`config.mk`:
```
export PLATFORM = sky130hd
export DESIGN_NAME = sample_stream_fifo
export DESIGN_NICKNAME = d
export VERILOG_FILES = /design/src/rtl/sample_stream_fifo.sv
export SDC_FILE = /design/constraint.sdc
export NUM_CORES = 1
export LEC_CHECK = 0
export CORE_MARGIN = 2
export CORE_UTILIZATION = 59
export CTS_CLUSTER_DIAMETER = 60
export DETAILED_ROUTE_END_ITERATION = 6
export GPL_ROUTABILITY_DRIVEN = 1
export GPL_TIMING_DRIVEN = 0
export MAX_ROUTING_LAYER = met4
export PLACE_DENSITY = 0.83
export SLEW_MARGIN = 20
export SYNTH_ARGS = -nofsm -noshare
export SYNTH_HDL_FRONTEND = slang
export SYNTH_SLANG_ARGS = --single-unit
```
`constraint.sdc`:
```
create_clock -name clk -period 4.7 [get_ports clk]
set_input_delay 1.41 -clock clk [delete_from_list [all_inputs] [get_ports clk]]
set_output_delay 1.41 -clock clk [all_outputs]
set_load 0.005 [all_outputs]
```
`src/rtl/sample_stream_fifo.sv`:
```
// Ready/valid stream FIFO with DEPTH entries, occupancy level, almost-full flag and synchronous flush.
// Define SAMPLE_FIFO_STATS_EN to add the 32-bit accepted/delivered beat counters.
module sample_stream_fifo #(
    parameter int DATA_WIDTH = 8,
    parameter int DEPTH      = 4,
    parameter int AF_LEVEL   = 3
) (
    input  logic                          clk,
    input  logic                          rst_n,
    input  logic                          flush,
    input  logic                          stream_in_valid,
    output logic                          stream_in_ready,
    input  logic [DATA_WIDTH-1:0]         stream_in_data,
    output logic                          stream_out_valid,
    input  logic                          stream_out_ready,
    output logic [DATA_WIDTH-1:0]         stream_out_data,
    output logic [$clog2(DEPTH+1)-1:0]    stream_level,
    output logic                          stream_almost_full
`ifdef SAMPLE_FIFO_STATS_EN
   ,output logic [31:0]                   stat_in_count,
    output logic [31:0]                   stat_out_count
`endif
);

    localparam int PW = $clog2(DEPTH);
    localparam int LW = $clog2(DEPTH + 1);
    localparam logic [LW-1:0] DEPTH_L = LW'(DEPTH);
    localparam logic [LW-1:0] AF_L    = LW'(AF_LEVEL);

    logic [DATA_WIDTH-1:0] mem_q [DEPTH];

    logic [PW-1:0]         wr_ptr_q, wr_ptr_d;
    logic [PW-1:0]         rd_ptr_q, rd_ptr_d;
    logic [LW-1:0]         level_q, level_d;
    logic                  in_ready_q, in_ready_d;
    logic                  out_valid_q, out_valid_d;
    logic                  af_q, af_d;
    logic [DATA_WIDTH-1:0] out_data_q, out_data_d;
    logic                  push_s, pop_s;

    // Next-state computation; the head register is refreshed from storage, or from the input when the new beat becomes head.
    always_comb begin
        push_s      = stream_in_valid & in_ready_q & ~flush;
        pop_s       = out_valid_q & stream_out_ready & ~flush;
        wr_ptr_d    = wr_ptr_q;
        rd_ptr_d    = rd_ptr_q;
        level_d     = level_q;
        out_data_d  = out_data_q;
        if (flush) begin
            wr_ptr_d = {PW{1'b0}};
            rd_ptr_d = {PW{1'b0}};
            level_d  = {LW{1'b0}};
        end else begin
            if (push_s) begin
                wr_ptr_d = wr_ptr_q + PW'(1);
            end else begin
                wr_ptr_d = wr_ptr_q;
            end
            if (pop_s) begin
                rd_ptr_d = rd_ptr_q + PW'(1);
            end else begin
                rd_ptr_d = rd_ptr_q;
            end
            case ({push_s, pop_s})
                2'b10:   level_d = level_q + LW'(1);
                2'b01:   level_d = level_q - LW'(1);
                default: level_d = level_q;
            endcase
        end
        if (flush || (level_d == {LW{1'b0}})) begin
            out_data_d = out_data_q;
        end else if (push_s && (wr_ptr_q == rd_ptr_d)) begin
            out_data_d = stream_in_data;
        end else begin
            out_data_d = mem_q[rd_ptr_d];
        end
        in_ready_d  = (level_d != DEPTH_L);
        out_valid_d = (level_d != {LW{1'b0}});
        af_d        = (level_d >= AF_L);
    end

    // Control and output registers.
    always_ff @(posedge clk or negedge rst_n) begin
        if (!rst_n) begin
            wr_ptr_q    <= {PW{1'b0}};
            rd_ptr_q    <= {PW{1'b0}};
            level_q     <= {LW{1'b0}};
            in_ready_q  <= 1'b1;
            out_valid_q <= 1'b0;
            af_q        <= 1'b0;
            out_data_q  <= {DATA_WIDTH{1'b0}};
        end else begin
            wr_ptr_q    <= wr_ptr_d;
            rd_ptr_q    <= rd_ptr_d;
            level_q     <= level_d;
            in_ready_q  <= in_ready_d;
            out_valid_q <= out_valid_d;
            af_q        <= af_d;
            out_data_q  <= out_data_d;
        end
    end

    // Storage array, intentionally left unreset.
    always_ff @(posedge clk) begin
        if (push_s) begin
            mem_q[wr_ptr_q] <= stream_in_data;
        end
    end

    assign stream_in_ready    = in_ready_q;
    assign stream_out_valid   = out_valid_q;
    assign stream_out_data    = out_data_q;
    assign stream_level       = level_q;
    assign stream_almost_full = af_q;

`ifdef SAMPLE_FIFO_STATS_EN
    logic [31:0] stat_in_count_q, stat_in_count_d;
    logic [31:0] stat_out_count_q, stat_out_count_d;

    // Beat counters wrap naturally and ignore flush.
    always_comb begin
        if (push_s) begin
            stat_in_count_d = stat_in_count_q + 32'd1;
        end else begin
            stat_in_count_d = stat_in_count_q;
        end
        if (pop_s) begin
            stat_out_count_d = stat_out_count_q + 32'd1;
        end else begin
            stat_out_count_d = stat_out_count_q;
        end
    end

    // Counter registers, cleared by reset only.
    always_ff @(posedge clk or negedge rst_n) begin
        if (!rst_n) begin
            stat_in_count_q  <= 32'd0;
            stat_out_count_q <= 32'd0;
        end else begin
            stat_in_count_q  <= stat_in_count_d;
            stat_out_count_q <= stat_out_count_d;
        end
    end

    assign stat_in_count  = stat_in_count_q;
    assign stat_out_count = stat_out_count_q;
`endif

endmodule

```
==> results.md <==
* Number of global-route vias before repair at 1,679
* Die area at 4418 um^2
* Util after Layout at 73.70%
* WL per Instance at 19.94 um
* R2R cell count at 11
* Routability cong. at 0.8403
* Post-route insts no fill at 255
* Dpl hpwl at 3.363 mm
* Final setup vio count at 0
* CTS buffer count at 5
* EDFF count, synth at 32
* Slew margin rel. at 41.43%
* Power Dens Cells at 378.7 nW/um^2
* TritonCTS Sinks at 50
* Post-CTS setup buffers at 0
* Worst path slowest cell: clkdlybuf4s50_1
* CP max FO at 10
* Die boundary width at 66.47 um
* Post-detailed-routing wire length at 5.085 mm
* Syn avg cell area at 13.31 um^2
* Post-synth top area cell: edfxtp_1
* Fin crit period at 4.565 ns
* Fin. Hold Viols at 0
* IO Pins at 27
* Placed Area at 2623 um^2
* Nets at 225
* TritonRoute pass-1 iters at 4
* Post-synth top area share at 41.74%
* DRC Markers at 0
* Std cell rows at 22
* Initial Utilization at 61.95%
* Worst-Margin Slew at 0.8723 ns
* Hold path startpoint: stream_in_ready
* CTS max path bufs at 2
* Tot GR Track Use at 26.68%
* Status: complete, no violations
* Mapped Cells at 173
* Port Buffers at 26
* Total power at 1.037 mW
* CP bufs+invs at 4
* Largest net degree at the start of global routing at 19
* Worst slack, placed at -0.3837 ns
* Commonest cells in the netlist: 32 x edfxtp_1, 17 x dfrtp_1, 15 x nor2_1, 14 x o221ai_1, 12 x inv_1
* Yosys warns at 0
* Global-route wire length before repair at 8.148 mm
* Vias per cell at 6.216
* Hold path depth at 2
* Worst path required time at 4.93 ns
* Cell area after layout at 2739 um^2
* Initial DRC count at 155
* Prevailing post-synth register cell: edfxtp_1
* Area growth, synth to finish at 18.97%
* Mapped cell area at 2302 um^2
* Core Box Area at 3716 um^2
* Min-Delay Path Class: reg -> reg
* Fin crit share at 97.14%
* CTS root buf: clkbuf_8
* Cell class contributing the biggest share of worst-path delay: buffers and inverters
* Synth Net Count at 192
* Setup total negative slack at 0 ns
* Fin Hold WS at 0.5315 ns
* Maximum clock rate at 219.0 MHz
* Async set-reset flop share out of synthesis at 36.00%
* Final Max Slew Viols at 0
* Grt ovf at 0
* Die H at 66.47 um
* Register area share after synthesis at 61.36%
* Slowest stage delay, CP at 0.51 ns
* Reg clk slew, reported paths at 0.09 ns
* Startpoint Class: input port
* Share of layout cells above drive strength 1 at 12.56%
* Top post-synthesis cells by area: edfxtp_1 42%, dfrtp_1 18%, o221ai_1 5.3%, nand2b_1 3.0%, mux2_2 2.9%
* Most numerous cell in the Yosys netlist: edfxtp_1
* Synth cell types at 34
* Via count at 1,585
* CP cell instances: clkdlybuf4s50_1 -> clkbuf_1 -> clkbuf_2 -> nor2b_1 -> ha_1 -> fa_1 -> xnor2_1 -> or3_1 -> a31oi_4 -> buf_2 -> nor2_1 -> a31oi_2
* WHS Endpoint: wr_ptr_q[1]
* Synth Register Bits at 50
* Fin Clk Skew at 0.005545 ns
* Worst-Skew Late Latency at 0.30 ns
* Post-route ant nets at 0
* H-tree depth at 2
* Worst Path Arrival at 4.80 ns
* TritonCTS clock tree: yes
* Antenna violations before repair at 0
* Hold buffer count at CTS at 0
* Final worst setup slack at 0.1345 ns
* Reg-to-Reg End: stream_out_data[5]
* R2r setup slk at 1.55 ns
* Dpl cells at 247
* P_leak at 1.032 nW
* Worst ir drop on vdd at 246.8 uV
* CP endpoint kind: flop
* ANT cells at 0
* Max-capacitance violation count at 0
* Crit path kind: in -> reg
* Reg-to-Reg Start: stream_in_ready
* RSZ-0062 raised after global routing: no
[kinds of logic after synthesis]
group	count (synthesis)	share of synthesized area (%)
flops	50	61.36
compound gates	32	11.03
buf+inv	19	3.858
xor+xnor	6	3.533
fa+ha+maj	6	3.587
mux	11	5.543
simple gates	49	11.09
[cells in the final DEF (no fill, tap or decap), types with 4 or more instances in the layout]
| master | netlist | layout |
|---|---|---|
| edfxtp_1 | 32 | 32 |
| nand3_1 | 9 | 9 |
| clkbuf_1 | 3 | 4 |
| nand2b_1 | 11 | 11 |
| inv_1 | 12 | 12 |
| nor2_1 | 15 | 15 |
| o221ai_1 | 14 | 14 |
| ha_1 | 5 | 5 |
| mux2_2 | 6 | 6 |
| clkdlybuf4s50_1 | 0 | 26 |
| dfrtp_1 | 17 | 17 |
| and2_1 | 5 | 5 |
| clkbuf_8 | 0 | 5 |
| a31oi_1 | 7 | 7 |
[metal layers]
metal  wire length (um)  track usage (%)  share of wire (%)  vias to the layer above
li1                   -                -                  -                      706
met1               2037            31.52                 40                      795
met2               2646            44.38                 52                       70
met3                271            5.743                5.3                       14
met4                129            11.48                2.5                        0
met5                  0                -                  0                        -
[cell type report]
type	count	area, um^2
Tap cell	48	60.06
Clock inverter	1	30.03
Clock buffer	7	76.32
Fill cell	252	977.2
Inverter	12	45.04
Buffer	7	45.04
Timing Repair Buffer	26	260.3
Multi-Input combinational cell	104	809.5
Sequential cell	50	1413
[registers in the layout (all words and copies together) (netlist names)]
name	flops
mem_q	32
stream_out_data	8
stream_almost_full	1
stream_level	3
stream_in_ready	1
stream_out_valid	1
wr_ptr_q	2
rd_ptr_q	2
[power by group]
group / total, mW / internal (mW) / switching [mW]
Clock: 0.294 / 0.159 / 0.135
Sequential: 0.533 / 0.509 / 0.0239
Combinational: 0.210 / 0.112 / 0.0980
[timing repair]
action | in CTS | in global routing
endpoints found under the setup margin | 8 | 8
gates resized for setup | 1 | 1
pin swaps | 0 | 0
[worst max-delay path by stage]
stage          startpoint            endpoint  slack, ns  cells past startpoint
2_1_floorplan       flush  stream_out_data[5]       0.82                     11
3_3_place_gp        flush  stream_out_data[5]      -0.27                     12
3_5_place_dp        flush  stream_out_data[5]      -0.38                     12
4_1_cts             flush  stream_out_data[5]       0.03                     12
5_1_grt             flush  stream_out_data[5]       0.03                     12
6_report            flush  stream_out_data[5]       0.13                     12
[worst min-delay path, delay by kind of cell, from the launching register on]
| kind | cells | cell delay (ns) |
|---|---|---|
| DFF | 1 | 0.38 |
| and+or+nand+nor | 1 | 0.06 |
| AOI/OAI and AO/OA | 1 | 0.05 |
Note: power is estimated with default switching activity, not from simulation.
